### config.mk
export PLATFORM = sky130hd
export DESIGN_NAME = color_seq_gen_flat
export DESIGN_NICKNAME = d
export VERILOG_FILES = /design/src/rtl/color_seq_gen_if.sv /design/src/rtl/color_seq_gen.sv /design/src/flat_wrapper.sv
export SDC_FILE = /design/constraint.sdc
export NUM_CORES = 1
export LEC_CHECK = 0
export ABC_AREA = 1
export BUFFER_PORTS_ARGS = -buffer_cell sky130_fd_sc_hd__buf_2
export CAP_MARGIN = 20
export CORE_MARGIN = 10
export CORE_UTILIZATION = 25
export CTS_CLUSTER_SIZE = 10
export DETAILED_ROUTE_END_ITERATION = 10
export GPL_TIMING_DRIVEN = 0
export PLACE_DENSITY_LB_ADDON = 0.3
export SLEW_MARGIN = 20
export SYNTH_ARGS = -nofsm -noshare
export SYNTH_HDL_FRONTEND = slang
export SYNTH_SLANG_ARGS = --single-unit
### constraint.sdc
create_clock -name clock -period 2.6 [get_ports clock]
set_clock_uncertainty 0.2 [all_clocks]
set_input_delay 0 -clock clock [delete_from_list [all_inputs] [get_ports clock]]
set_output_delay 0 -clock clock [all_outputs]
set_load 0.02 [all_outputs]
### src/rtl/color_seq_gen_if.sv
// Handshake bundle between the game FSM (master) and the colour source (slave).
// The master raises pulseSeq to request a colour. The slave answers with colorSeq,
// qualified by colorPronto.
interface color_seq_gen_if;
  logic       pulseSeq;
  logic       mix;
  logic       colorPronto;
  logic [3:0] colorSeq;

  modport master (
    output pulseSeq,
    output mix,
    input  colorPronto,
    input  colorSeq
  );

  modport slave (
    input  pulseSeq,
    input  mix,
    output colorPronto,
    output colorSeq
  );
endinterface

### src/rtl/color_seq_gen.sv
// Pseudo-random colour source for the Genius game.
// A free-running 16-bit Galois LFSR is perturbed by the player-button entropy bit.
// Each request draws one colour from the LFSR and limits runs of the same colour.
// The colour is presented for a fixed number of cycles. A new colour is served only
// after the request has been dropped.
module color_seq_gen #(
  parameter logic [15:0] SEED        = 16'hACE1,
  parameter int unsigned HOLD_CYCLES = 4,
  parameter int unsigned MAX_REPEAT  = 2
) (
  input  logic           clock,
  input  logic           reset,
  color_seq_gen_if.slave seq_if
);

  localparam logic [15:0] TAPS      = 16'hB400;
  localparam logic [3:0]  HOLD_LOAD = 4'(HOLD_CYCLES - 1);
  localparam logic [2:0]  REP_LIMIT = 3'(MAX_REPEAT);
  localparam bit          REP_EN    = (MAX_REPEAT != 0);

  typedef enum logic [1:0] {
    IDLE      = 2'd0,
    DRAW      = 2'd1,
    HOLD      = 2'd2,
    WAIT_DROP = 2'd3
  } state_t;

  state_t      state, state_nxt;
  logic [15:0] lfsr;
  logic [3:0]  hold_cnt;
  logic [3:0]  last;
  logic [2:0]  rep_cnt;
  logic [2:0]  rep_nxt;
  logic [3:0]  raw_col;
  logic [3:0]  emit_col;
  logic        pronto_q;
  logic [3:0]  seq_q;

  // One Galois step. An all-zero result would lock the register, so it reloads the seed.
  function automatic logic [15:0] lfsr_step(input logic [15:0] cur, input logic m);
    logic [15:0] nxt;
    nxt = (cur >> 1) ^ ({16{cur[0] ^ m}} & TAPS);
    return (nxt == 16'h0000) ? SEED : nxt;
  endfunction

  // Colour ring red -> green -> yellow -> blue -> red.
  function automatic logic [3:0] ring_next(input logic [3:0] c);
    return (c == 4'd4) ? 4'd1 : c + 4'd1;
  endfunction

  // The run-length counter saturates at 7.
  function automatic logic [2:0] sat_inc(input logic [2:0] v);
    return (v == 3'd7) ? v : v + 3'd1;
  endfunction

  // Colour drawn in the DRAW cycle, with the run-length limiter applied.
  always_comb begin
    raw_col  = {2'b00, lfsr[1:0]} + 4'd1;
    emit_col = raw_col;
    if (REP_EN && (raw_col == last) && (rep_cnt == REP_LIMIT)) begin
      emit_col = ring_next(raw_col);
    end
    rep_nxt = (emit_col == last) ? sat_inc(rep_cnt) : 3'd1;
  end

  // Next-state logic of the request handshake.
  always_comb begin
    state_nxt = state;
    case (state)
      IDLE:      if (seq_if.pulseSeq) state_nxt = DRAW;
      DRAW:      state_nxt = HOLD;
      HOLD:      if (hold_cnt == 4'd0) state_nxt = WAIT_DROP;
      WAIT_DROP: if (!seq_if.pulseSeq) state_nxt = IDLE;
      default:   state_nxt = IDLE;
    endcase
  end

  // State register.
  always_ff @(posedge clock or posedge reset) begin
    if (reset) state <= IDLE;
    else       state <= state_nxt;
  end

  // The LFSR free-runs in every state so that request timing adds entropy.
  always_ff @(posedge clock or posedge reset) begin
    if (reset) lfsr <= SEED;
    else       lfsr <= lfsr_step(lfsr, seq_if.mix);
  end

  // Registered outputs, hold timer and colour history.
  always_ff @(posedge clock or posedge reset) begin
    if (reset) begin
      pronto_q <= 1'b0;
      seq_q    <= 4'b0000;
      hold_cnt <= 4'd0;
      last     <= 4'd0;
      rep_cnt  <= 3'd0;
    end else begin
      case (state)
        DRAW: begin
          seq_q    <= emit_col;
          pronto_q <= 1'b1;
          hold_cnt <= HOLD_LOAD;
          last     <= emit_col;
          rep_cnt  <= rep_nxt;
        end
        HOLD: begin
          if (hold_cnt == 4'd0) pronto_q <= 1'b0;
          else                  hold_cnt <= hold_cnt - 4'd1;
        end
        default: pronto_q <= 1'b0;
      endcase
    end
  end

  assign seq_if.colorPronto = pronto_q;
  assign seq_if.colorSeq    = seq_q;

endmodule

### src/flat_wrapper.sv
// flat-port wrapper written by rule: the top's interface ports become plain ports
module color_seq_gen_flat 
#(
  parameter logic [15:0] SEED        = 16'hACE1,
  parameter int unsigned HOLD_CYCLES = 4,
  parameter int unsigned MAX_REPEAT  = 2
)
  (clock, reset, seq_if_pulseSeq, seq_if_mix, seq_if_colorPronto, seq_if_colorSeq);
  color_seq_gen_if seq_if_i ();
  input  logic clock;
  input  logic reset;
  input wire logic [$bits(seq_if_i.pulseSeq)-1:0] seq_if_pulseSeq;
  input wire logic [$bits(seq_if_i.mix)-1:0] seq_if_mix;
  output wire logic [$bits(seq_if_i.colorPronto)-1:0] seq_if_colorPronto;
  output wire logic [$bits(seq_if_i.colorSeq)-1:0] seq_if_colorSeq;
  assign seq_if_i.pulseSeq = seq_if_pulseSeq;
  assign seq_if_i.mix = seq_if_mix;
  assign seq_if_colorPronto = seq_if_i.colorPronto;
  assign seq_if_colorSeq = seq_if_i.colorSeq;
  color_seq_gen #(.SEED(SEED), .HOLD_CYCLES(HOLD_CYCLES), .MAX_REPEAT(MAX_REPEAT)) u_core (.clock(clock), .reset(reset), .seq_if(seq_if_i));
endmodule
== Yosys cells after proc, flatten, opt, wreduce, memory -nomap -nowiden ==
Cells that the tools add are included.
Widths: inputs -> output; s select.

* Input bits: 4
* Output and inout bits: 5
* Register bits after elaboration: 30
* Logic and storage cells: 46

* Eq/ne operators: 13
* Bitwise logic cells: 2
* Muxes and demuxes: 13
* Reduce and logical (&&, ||, !) cells: 8
* Add/subtract/negate cells: 4

{| class="wikitable"
|+ Operators by type and width
! operator !! count
|-
| $logic_not 16->1 || 1
|-
| $mux 16 || 1
|-
| $xor 15x16->16 || 1
|-
| $mux 4 || 3
|-
| $eq 4x4->1 || 2
|-
| $ne 2x2->1 const B || 4
|-
| $pmux 2 s4 || 1
|-
| $pmux 4 s2 || 1
|-
| $mux 2 || 3
|-
| $mux 3 || 2
|-
| $add 4x1->4 const B || 1
|-
| $eq 2x2->1 const B || 2
|-
| $eq 4x3->1 const B || 1
|-
| $logic_not 4->1 || 1
|-
| $reduce_and 2->1 || 2
|-
| $sub 4x1->4 const B || 1
|-
| $add 2x1->3 const B || 1
|-
| $add 3x1->3 const B || 1
|-
| $eq 3x2->1 const B || 1
|-
| $eq 3x3->1 const B || 1
|-
| $reduce_and 3->1 || 1
|-
| $eq 2x1->1 const B || 1
|-
| $logic_not 2->1 || 1
|-
| $ne 2x1->1 const B || 1
|-
| other kinds (5) || 5
|}

== Depth between registers and ports, before layout ==
Gate-level depths: netlist (run 1).

* Depth in word-level cells: 7
* Depth in mapped cells: 15
* Gate-level depth less buffers: 15

== Worst setup path before layout (run 1) ==
OpenSTA, ideal clock, no wires.

* Kind: register to register
* Start: reg u_core.lfsr[0]
* End: reg u_core.rep_cnt[1]
* Library setup time: 0.118 ns
* Stages on the path, launching flop included: 16
* Arrival: 1.957 ns
* Path slack: 0.324 ns
* Period minus slack after synthesis: 2.276 ns
* Data required time: 2.282 ns
* Buffers on the path: 0
* Path through: dfstp_2 > inv_2 > ha_1 > inv_2 > nand2_1 > nand2_2 > nor2_8 > nand2_2 > nand2_1 > nand2_1 > nor2_1 > nor2_1 > nand3_2 > nand2_2 > nand2_1 > nand2_1

* Cells in the longest elaborated chain, start to end: 7
* Elaborated cells between the ends (all ways): 11
* Those cells by class: add/sub (2); eq/ne (4); mux (3); reduce/logical (2)

{| class="wikitable"
|+ RTL lines
! what !! RTL line !! text
|-
| start, declared || color_seq_gen.sv:29 || <nowiki>logic [15:0] lfsr;</nowiki>
|-
| start signal, assigned || color_seq_gen.sv:87 || <nowiki>else lfsr <= lfsr_step(lfsr, seq_if.mix);</nowiki>
|-
| $add 2x1->3 * || color_seq_gen.sv:58 || <nowiki>raw_col = {2'b00, lfsr[1:0]} + 4'd1;</nowiki>
|-
| $add 4x1->4 (tied with other cells) || color_seq_gen.sv:48 || <nowiki>return (c == 4'd4) ? 4'd1 : c + 4'd1;</nowiki>
|-
| $mux 4 / $logic_and 1x1->1 (equally long branches) || color_seq_gen.sv:48, color_seq_gen.sv:60 ||
|-
| $mux 4 * || color_seq_gen.sv:60 || <nowiki>if (REP_EN && (raw_col == last) && (rep_cnt == REP_LIMIT)) begin</nowiki>
|-
| $eq 4x4->1 * || color_seq_gen.sv:63 || <nowiki>rep_nxt = (emit_col == last) ? sat_inc(rep_cnt) : 3'd1;</nowiki>
|-
| $ne 2x2->1 (no line) || - ||
|-
| $reduce_and 2->1 (no line) || - ||
|-
| end signal, assigned || color_seq_gen.sv:105 || <nowiki>rep_cnt <= rep_nxt;</nowiki>
|-
| end, declared || color_seq_gen.sv:32 || <nowiki>logic [2:0] rep_cnt;</nowiki>
|}

Every way passes the cells marked *; elsewhere a longest branch is shown, timed or not.
A chain may end at the register's enable or synchronous reset.

== Worst setup path in the final report (run 1) ==
Ends and elaborated chain as after synthesis.

==> results.txt, run 1 <==
The via count normalized by instance count came out at 4.16. The transition time at the pin with the least slew margin is 0.635 ns. The width of the chip is 101 um. The signal on the critical path passes through buf_4 -> ha_1 -> inv_1 -> nand2_1 -> nand2_1 -> nor2_4 -> nand2_2 -> nand2_1 -> nand2_1 -> nor2_1 -> nor2_1 -> nand3_2 -> nand2_2 -> nand2_1 -> nand2_1. For this run, the register share of the synthesized area comes to 0.464. The pin count of the biggest net entering global routing came out at 31.

The share of the synthesized area in the top cell type came out at 0.336. The slowest stage of the critical path belongs to the cell sky130_fd_sc_hd__dfstp_2. The total standard cell area after synthesis is 1640 um^2.

The share of total power dissipated in sequential elements is 0.356. The total internal power came out at 1.42 mW. Across every metal layer, demand over resource in global routing totals 0.0669. TritonCTS built the clock tree. The count of antenna diodes in the layout is 0. The number of DRC violations after detailed-routing iteration 0 is 100. The worst setup path is launched from a register. Dividing the detail-routed wire length by the instance count gives 10.3 um. The post-route DRC violation count is 0. Compared with the post-synthesis result, the final layout area differs by 17.8%. The commonest cells after synthesis are sky130_fd_sc_hd__nand2_1 (46), sky130_fd_sc_hd__inv_1 (30), sky130_fd_sc_hd__dfrtp_1 (22). Timing would allow up to 0.423 GHz.

Ranked by total cell area, the synthesized netlist is headed by sky130_fd_sc_hd__dfrtp_1 (34%), sky130_fd_sc_hd__dfstp_2 (13%), sky130_fd_sc_hd__nand2_1 (11%). The number of flops mapped to enable cells by yosys is 0. The number of storage elements in the synthesis netlist is 30. The average instance area after synthesis came out at 8.37 um^2.

The worst register-to-register path has a setup slack of 0.24 ns. The total power is 2.53 mW. After clock tree synthesis, the clock-pin slew on the worst setup and hold paths is 0.07 ns. The type of the tightest min-delay check is in2async.

Of all flip-flops after synthesis, the portion carrying an async set or reset was 1.00. The later-pin clock latency in the skew report came out at 0.28 ns. Setup repair after global routing left no endpoint under its margin. The worst endpoint required time came out at 2.57 ns. In this run the tightest slew margin relative to its limit is 0.576. The worst setup path is of the reg2reg kind. The detailed placer's ending HPWL came out at 2260 um. The die height came out at 101 um. The net count of the mapped netlist is 212. Among cell families on the critical path, the largest total delay comes from simple AND/OR/NAND/NOR gates. Excluding fillers, the count of instances in the completed layout stands at 294. The max-slew violation total from the final report came out at 0. Summing all multi-input logic gate instances after layout gives 744 um^2. Row generation in the floorplan step produced 29 rows. In this run the critical register-to-register path is captured at u_core.rep_cnt[1]. The flow ran to the end, and the final reports show no timing, DRC or antenna violations. The switching power of the nets is 1.10 mW. The final worst-path cycle share is 0.909. Routability-driven placement finished with a final weighted congestion of 0.807. For this design the static power due to leakage is 0.970 nW. For this run, the slowest stage of the critical path takes 0.57 ns. The critical path starts at u_core.lfsr[0]. In this run the worst path has a maximum fanout of 8. The number of global-route vias before repair came out at 1222. The worst-case vdd ir drop came out at 0.484 mV. The core box area is 6350 um^2. The most frequent cell after synthesis is sky130_fd_sc_hd__nand2_1. The total power divided by cell area came out at 1310 nW/um^2.

The number of instances in the synthesized netlist is 196. The worst reg2reg path depth came out at 15. The total detailed-routing wirelength came out at 3030 um.

The detailed router placed 1224 vias in this run. The cell that appears most often on the critical path is sky130_fd_sc_hd__nand2_1. The biggest area consumer among synthesized cells is sky130_fd_sc_hd__dfrtp_1.

The clock power share is 0.157. The number of clock sinks came out at 30. The number of cells in the design after placement is 281.

Buffers inserted during clock tree synthesis total 5. Data on the critical path arrives at its endpoint at 2.33 ns. After layout, the minimum clock period comes to 2.36 ns. The ratio of cells with drive above 1 in the final layout came out at 0.203.

The first global-routing pass estimated 5510 um of wire. The H-tree was split into 2 levels. The final count of hold timing violations is 0.

The maximum clock insertion buffer count came out at 2. The buffering stage count on the worst path with inverters included came out at 2. During synthesis, Yosys emitted a total of 0 warnings. The combinational power share came out at 0.486.

The worst setup path is captured at a register. Setup violations remaining at the end of the flow were counted as 0. The layout has 666 filler cells.

Among all flip-flop cells after synthesis, the most frequent one is sky130_fd_sc_hd__dfrtp_1. The starting density of the core is 0.258. The origin of the critical flop-to-flop path is u_core.lfsr[0]. The floorplan step defined a die boundary enclosing 10200 um^2. The number of I/O pins came out at 9. Across the whole layout, storage elements account for 761 um^2.

The number of maximum-capacitance violations came out at 0. The number of antenna violations at the first check in global routing is 0. The number of distinct library cells after synthesis is 27.

The tree is rooted in a sky130_fd_sc_hd__clkbuf_8. Buffers placed on the I/O ports in this run total 8. The final setup TNS is 0 ns. The total overflow left after global routing is 0. Of the total power, the share spent switching nets is 0.436. The worst hold slack after final layout came out at 0.143 ns. The number of nets in the layout is 232. The post-route antenna net violation count is 0. The pre-antenna-repair detailed-routing pass consisted of 4 iterations.
[worst reg2reg max path: cells and delay by family (launching register included)]
kind | cells | cell delay [ns]
AND/OR/NAND/NOR | 12 | 1.06
flip-flops | 1 | 0.57
buffers and inverters | 2 | 0.22
adder cells (fa/ha/maj) | 1 | 0.20
[worst max path at each step]
stage / end / slack [ns] / cells after the start
3_5_place_dp: u_core.rep_cnt[1] / 0.07 / 15
6_report: u_core.rep_cnt[1] / 0.24 / 15
5_1_grt: u_core.rep_cnt[1] / 0.007 / 15
4_1_cts: u_core.rep_cnt[1] / 0.06 / 15
3_3_place_gp: u_core.rep_cnt[1] / 0.07 / 15
2_1_floorplan: u_core.rep_cnt[1] / 0.32 / 15
[metrics by stage]
step	instance area (um^2)	util	setup slack, ns
floorplan	1640	-	0.324
global placement	1780	0.280	0.0736
detailed placement	1780	0.280	0.0729
CTS	1900	0.300	0.0558
global route	1930	0.304	0.00742
finish	1930	0.304	0.237
[cell usage in the layout, fill, tap and decap left out, drive strengths merged, types with 2 or more instances in the layout]
| cell | count |
|---|---|
| dfrtp | 22 |
| buf | 10 |
| xor2 | 2 |
| dfstp | 8 |
| nand2 | 51 |
| xnor2 | 2 |
| nor4 | 3 |
| nand4 | 3 |
| dlygate4sd3 | 3 |
| ha | 12 |
| o21ai | 8 |
| nand3b | 2 |
| clkbuf | 14 |
| nor2 | 12 |
| or2 | 2 |
| a21oi | 4 |
| inv | 32 |
| nand3 | 21 |
[area by class of cell]
cell class / instances / share of cell area
timing repair buffer: 13 / 0.0440
multi-input combinational: 126 / 0.385
clock inverter: 2 / 0.00648
inverter: 32 / 0.0622
tap: 77 / 0.0499
buffer: 8 / 0.0155
sequential: 30 / 0.394
clock buffer: 6 / 0.0427
[power by group through the flow]
stage | clock (mW) | combinational, mW | sequential (mW)
5_1_grt | 0.435 | 1.44 | 0.932
6_report | 0.397 | 1.23 | 0.899
4_1_cts | 0.412 | 1.19 | 0.908
2_1_floorplan | 0 | 0.925 | 0.903
3_5_place_dp | 0 | 1.18 | 0.915
3_3_place_gp | 0 | 1.15 | 0.914
[flip-flops by register name (all words and copies together) (netlist names)]
register	cells
u_core.lfsr	16
u_core.last	4
u_core.seq_if.colorPronto	1
u_core.state	2
u_core.rep_cnt	3
u_core.hold_cnt	4
[cell families after synthesis]
family / count (synthesis) / share of synthesized area
flops: 30 / 0.464
fa+ha+maj: 12 / 0.0915
buf+inv: 40 / 0.0915
xor+xnor: 4 / 0.0214
simple gates: 95 / 0.283
compound gates: 15 / 0.0488
[per-layer routing]
metal	track usage	wire (um)	vias to the layer above
li1	-	-	651
met1	0.0793	1480	555
met2	0.108	1400	12
met3	0.0178	83	6
met4	0.0354	61	0
met5	0	0	-
[repair_timing]
action | CTS | global route
hold endpoints to repair | 28 | 0
gates resized for setup | 0 | 3
setup endpoints to repair | 0 | 3
hold buffers | 3 | 0
buffers inserted | 0 | 2
Power figures use the tool's default switching activity.
==> run 2, diff against run 1 <==
HOLD_SLACK_MARGIN = 0.1   (was not set)
clock period = 2.5 ns   (was 2.6 ns; I/O delays follow)
==> run 2 against run 1 <==
Compared with the run above: count of clock-buffer cells in the layout stayed put; global-route usage is 0.056 points higher; combinational power is 8% higher; critical endpoint unchanged; largest power group unchanged; highest routed layer unchanged.
==> results.txt, run 2 (synthesized netlist as in run 1, its figures left out) <==
The worst reg2reg path depth is 16. In this run the tool buffered the top-level ports with 8 buffer cells. The via count normalized by instance count is 4.19.

For this run, the number of standard cells in the final layout without fillers is 297. The number of global-route vias before repair is 1240. In this design, the stage delay of the slowest critical-path cell is 0.54 ns. The core region is 6350 um^2.

The slack of the worst reg-to-reg path came out at 0.19 ns. Of all nets on the critical path, the largest fanout is 6. The master cell of the clock root buffer is sky130_fd_sc_hd__clkbuf_8. The total power divided by cell area is 1350 nW/um^2. The die covers 10200 um^2. The via total after detailed routing is 1245. The highest attainable clock frequency is 0.432 GHz.

The number of I/O pins is 9. The area growth from synthesis to layout came out at 20.1%. The combined global-route utilization of all metal layers came out at 0.0674. Setup repair after global routing left no endpoint under its margin. The congestion estimate from routability-driven global placement came to 0.807.

The number of antenna violations at the first check in global routing is 0. In this run the critical register-to-register path is captured at u_core.rep_cnt[1]. The die height came out at 101 um. The minimum setup slack after placement is -0.0271 ns.

The maximum clock insertion buffer count came out at 2. Fill cells in the final layout number 670. In the final design database the tool counted 235 nets.

The number of DRC violations after detailed-routing iteration 0 is 84. The worst endpoint required time came out at 2.47 ns. The first global-routing pass estimated 5550 um of wire. The area taken by multi-input logic gates is 759 um^2. The transition time at the pin with the least slew margin is 0.637 ns. The number of maximum-capacitance violations is 0. The pin count of the biggest net entering global routing is 31. For this run, design rule violations remaining after detail routing come to 0.

Leaving out fill and tap cells, the most frequent cells in the layout are sky130_fd_sc_hd__nand2_1 (46), sky130_fd_sc_hd__inv_1 (29), sky130_fd_sc_hd__dfrtp_1 (22). The detailed placer's ending HPWL came out at 2260 um. The design draws 2.67 mW. The wire length per cell after detailed routing came out at 10.4 um. The max-slew violation total from the final report is 0. The clock slew seen by the registers of the worst setup and hold paths is 0.07 ns. The launching element of the worst setup path is u_core.lfsr[0]. The standby leakage power is 0.999 nW. The area taken by flip-flops and latches came out at 761 um^2. The number of iterations in the first detailed-routing pass came out at 4. The worst-case vdd ir drop came out at 0.522 mV. The final count of negative-setup-slack endpoints is 0. The post-route antenna net violation count is 0. The later-pin clock latency in the skew report came out at 0.28 ns. Global routing finished with a remaining overflow of 0. Once layout is complete, the utilization of the core stands at 0.310. The width of the chip is 101 um. The number of antenna diodes in the final layout is 0. The largest individual stage delay along the critical path comes from the cell sky130_fd_sc_hd__dfstp_2. The origin of the critical flop-to-flop path is u_core.lfsr[0]. The slack of the critical path is 0.185 ns.

The type of the setup path with the least slack is reg2reg. The starting density of the core came out at 0.258. The flip-flop count of the largest register, all copies and words added is 16.

TritonCTS built the clock tree. In the final layout, the registers with the most flip-flops are u_core.lfsr x16, u_core.hold_cnt x4, u_core.last x4. Row generation in the floorplan step produced 29 rows. In this run the worst setup path terminates at u_core.rep_cnt[1].

Of the cells placed in the final design, the portion with a size suffix greater than 1 is 0.227. The number of clock sinks is 30. The number of buffers created by CTS came out at 5.

The cell repeated most along the worst path is sky130_fd_sc_hd__nand2_1. The commonest non-fill, non-tap cell in the layout is sky130_fd_sc_hd__nand2_1. The worst setup path is captured at a register. The run finished with clean final reports. Summed over all layers, the routed wires come to 3090 um. The deepest level of the CTS H-tree came out at 2.

In the finished design, the share of the clock period the worst path needs comes to 0.926. The worst max-slew margin expressed relative to the limit came out at 0.575. The arrival time at the worst endpoint is 2.28 ns.

The signal on the critical path passes through buf_4 -> ha_2 -> inv_1 -> nand2_1 -> nand2_1 -> nor2_4 -> buf_4 -> nand2_4 -> nand2_1 -> nand2_1 -> nor2_1 -> nor2_2 -> nand3_2 -> nand2_2 -> nand2_1 -> nand2_1. In this run the worst hold path is classified as in2async. The final count of hold timing violations is 0.

The largest register by flop count is u_core.lfsr. The critical path startpoint category is a register. The routed design could run at a clock period as short as 2.31 ns. Once placement completed, the tool counted placed cells totaling 281.
run 2: how the worst min path moves through the flow:
stage               start                  to  slack (ns)
detailed placement  reset  u_core.hold_cnt[0]       -0.07
global route        reset      u_core.lfsr[9]        0.23
finish              reset  u_core.hold_cnt[1]        0.15
global placement    reset  u_core.hold_cnt[1]        0.16
CTS                 reset      u_core.lfsr[9]        0.17
floorplan           reset  u_core.hold_cnt[0]       -0.12
run 2: cell type report:
cell class                      instances  share of cell area
Clock buffer                            6              0.0419
Buffer                                  8              0.0152
Tap cell                               77              0.0489
Multi-Input combinational cell        126               0.386
Inverter                               32              0.0610
Clock inverter                          2             0.00635
Sequential cell                        30               0.386
Timing Repair Buffer                   16              0.0546
run 2: metal layers:
layer / up-vias / part of all wire / track usage
met2: 12 / 0.47 / 0.109
met1: 570 / 0.48 / 0.0797
met5: - / 0 / 0
met3: 4 / 0.028 / 0.0178
li1: 659 / - / -
met4: 0 / 0.019 / 0.0354
run 2: worst max-delay path: cells and delay by family, from the launching register on:
kind                       cells  cell delay [ns]
adders and majority gates      1             0.19
buffers and inverters          3             0.32
DFF                            1             0.54
and+or+nand+nor               12             0.94
run 2: timing repair:
action                     CTS  global route
resized for setup            1             6
setup endpoints to repair    3             3
setup buffers                2             3
hold endpoints to repair    36             0
hold buffers                 3             0
pin swaps                    0             4
run 2: power by group:
part | leakage (nW) | switching [mW] | total, mW | internal (mW)
clock | 0.0472 | 0.190 | 0.411 | 0.221
combinational | 0.596 | 0.807 | 1.33 | 0.519
sequential | 0.356 | 0.168 | 0.930 | 0.762
run 2: through the flow:
step,hold WS (ns),TNS [ns],instance area [um^2]
after floorplan,-0.115,0,1640
after CTS,0.171,0,1920
after global routing,0.225,0,1970
after global placement,0.163,-0.0626,1780
after detailed placement,-0.0690,-0.0596,1780
final,0.145,0,1970
==> run 3, diff against run 2 <==
MAX_ROUTING_LAYER = met4   (was not set)
==> run 3 against run 2 <==
Compared with the run above: cell count unchanged; critical path type unchanged; total power barely moved; worst setup slack got worse by 0.00088 ns; hold slack improved by 0.0016 ns; first-iteration DRC count shrank 9.5%; global-route usage is 0.18 points higher; register-to-register slack hardly changed; via count is 0.56% higher; highest routed layer unchanged; largest cell class unchanged; count of clock-buffer cells in the layout is the same.
==> results.txt, run 3 (synthesized netlist as in run 1, its figures left out) <==
The die area came out at 10200 um^2. The worst setup path is of the reg2reg kind. Summed over all nets, the half-perimeter wirelength after detailed placement is 2260 um. Clock tree synthesis selected as its root buffer the cell sky130_fd_sc_hd__clkbuf_8.

The number of antenna diodes in the final layout is 0. The core box area came out at 6350 um^2. The register with the most flip-flops in the layout has 16 of them.

For this run, the total global-route usage over all layers was measured as 0.0692. The worst hold slack after final layout is 0.147 ns. The combinational power share came out at 0.497. The number of global-route vias before repair is 1244.

At the end of the flow the core is filled with cells to 0.310. The pre-antenna-repair detailed-routing pass consisted of 4 iterations. For this run the aggregate overflow at the end of global routing stands at 0. The final worst-path cycle share is 0.926.

The standby leakage power came out at 0.999 nW. The CTS tree is built. The worst setup path is captured at a register. The deepest level of the CTS H-tree is 2. The number of cells in the design after placement is 281. The number of maximum-capacitance violations is 0. For this design the total switching power over the nets is 1.16 mW. The via total after detailed routing is 1252. The worst reg2reg path depth came out at 16. For this design the ratio of total power to cell area is 1350 nW/um^2. The die height is 101 um. The highest attainable clock frequency is 0.432 GHz. In the final layout, the registers with the most flip-flops are u_core.lfsr x16, u_core.hold_cnt x4, u_core.last x4. The sequential power share came out at 0.349. Ranked by flip-flop count, first place goes to u_core.lfsr. The flow ran to the end, and the final reports show no timing, DRC or antenna violations. The number of clock sinks is 30. The type of the tightest min-delay check is in2async.

Leaving out fill and tap cells, the most frequent cells in the layout are sky130_fd_sc_hd__nand2_1 (46), sky130_fd_sc_hd__inv_1 (29), sky130_fd_sc_hd__dfrtp_1 (22). The worst-case vdd ir drop came out at 0.522 mV. The number of input and output port buffers inserted is 8. Internal power comes to 1.50 mW.

The critical path startpoint category is a register. After the last flow step, the layout net total stands at 235. The post-route antenna net violation count is 0. At the pin with the least slew margin, the transition time is 0.636 ns. The area growth from synthesis to layout came out at 20.1%. The total power is 2.67 mW. The die is 101 um wide. The starting density of the core came out at 0.258. The number of antenna violations at the first check in global routing is 0. The worst path in the final design needs a cycle of 2.32 ns, including I/O delays and setup.

The finished layout holds 297 standard cells, fillers aside. Data arrives at the worst endpoint at 2.28 ns. Wires add up to 3080 um. The post-route DRC violation count came out at 0. The cell row count is 29. Setup violations remaining at the end of the flow were counted as 0. The library cell used most frequently in the layout, excluding fill and tap cells, is sky130_fd_sc_hd__nand2_1. The number of I/O pins is 9. Summed over all failing endpoints, the final setup total negative slack is 0 ns.

The wire length per cell after detailed routing is 10.4 um. The maximum clock insertion buffer count came out at 2. The worst max-slew margin expressed relative to the limit is 0.575. The worst endpoint required time came out at 2.47 ns. The later-pin clock latency in the skew report is 0.28 ns.

Setup repair after global routing left no endpoint under its margin. The pin count of the biggest net entering global routing is 31. The final count of hold timing violations is 0. The first-pass GRT wire length came out at 5530 um.

Of the cells placed in the final design, the portion with a size suffix greater than 1 is 0.227. In this run the worst path has a maximum fanout of 6. The clock slew seen by the registers of the worst setup and hold paths is 0.07 ns. The switching portion of total power is 0.437. The clock power share came out at 0.154. The max-slew violation total from the final report came to 0.

Routability-driven placement finished with a final weighted congestion of 0.818. The number of DRC violations after detailed-routing iteration 0 is 76. Counting the buffers created by CTS gives 5. The via count normalized by instance count came out at 4.22.
-- run 3: cell counts in the layout (fill, tap and decap cells not counted) --
Identical to the previous run, type by type.
-- run 3: worst max-delay path, cell delays in order, from the launching register on --
cell and delay [ns]:
sky130_fd_sc_hd__dfstp_2 0.54, sky130_fd_sc_hd__buf_4 0.11, sky130_fd_sc_hd__ha_2 0.19, sky130_fd_sc_hd__inv_1 0.07, sky130_fd_sc_hd__nand2_1 0.05, sky130_fd_sc_hd__nand2_1 0.08, sky130_fd_sc_hd__nor2_4 0.14, sky130_fd_sc_hd__buf_4 0.14
sky130_fd_sc_hd__nand2_4 0.07, sky130_fd_sc_hd__nand2_1 0.08, sky130_fd_sc_hd__nand2_1 0.08, sky130_fd_sc_hd__nor2_1 0.12, sky130_fd_sc_hd__nor2_2 0.06, sky130_fd_sc_hd__nand3_2 0.08, sky130_fd_sc_hd__nand2_2 0.06, sky130_fd_sc_hd__nand2_1 0.07
sky130_fd_sc_hd__nand2_1 0.05
-- run 3: layout make-up --
type	instances	area, um^2
Buffer	8	30.0
Timing Repair Buffer	16	108
Clock buffer	6	82.6
Fill cell	670	4380
Sequential cell	30	761
Tap cell	77	96.3
Multi-Input combinational cell	126	759
Inverter	32	120
Clock inverter	2	12.5
-- run 3: path summary, 6_finish.rpt --
| check | start | end | slack (ns) |
|---|---|---|---|
| setup / recovery | u_core.lfsr[0] | u_core.rep_cnt[1] | 0.18 |
| hold / removal | reset | u_core.hold_cnt[1] | 0.15 |
| setup reg to reg | u_core.lfsr[0] | u_core.rep_cnt[1] | 0.18 |
| hold reg to reg | u_core.lfsr[7] | u_core.lfsr[6] | 0.25 |
| max in group asynchronous | reset | u_core.last[3] | 1.54 |
| min in group clock | u_core.lfsr[7] | u_core.lfsr[6] | 0.25 |
-- run 3: stage by stage --
| step | setup slack, ns | instance area, um^2 |
|---|---|---|
| 6_report | 0.184 | 1970 |
| 5_1_grt | 0.00217 | 1970 |
| 4_1_cts | 0.107 | 1920 |
| 3_5_place_dp | -0.0271 | 1780 |
| 3_3_place_gp | -0.0264 | 1780 |
| 2_1_floorplan | 0.224 | 1640 |
-- run 3: power groups by stage --
stage	Sequential (mW)	Combinational [mW]	Clock, mW
final	0.930	1.33	0.410
after detailed placement	0.952	1.23	0
after floorplan	0.939	0.962	0
after CTS	0.928	1.28	0.429
after global routing	0.963	1.55	0.451
after global placement	0.950	1.20	0
-- run 3: per-layer routing --
layer | track usage | wire [um] | up-vias
met5 | - | 0 | -
met4 | 0.0354 | 59 | 0
met3 | 0.0171 | 70 | 5
met2 | 0.109 | 1440 | 13
met1 | 0.0797 | 1510 | 575
li1 | - | - | 659
-- run 3: what timing repair did --
item                                    in CTS  in global routing
gates cloned                                 0                  0
resized for setup                            1                  6
setup buffers                                2                  3
hold buffers                                 3                  0
pin swaps                                    0                  4
endpoints found under the hold margin       36                  0
endpoints found under the setup margin       3                  3
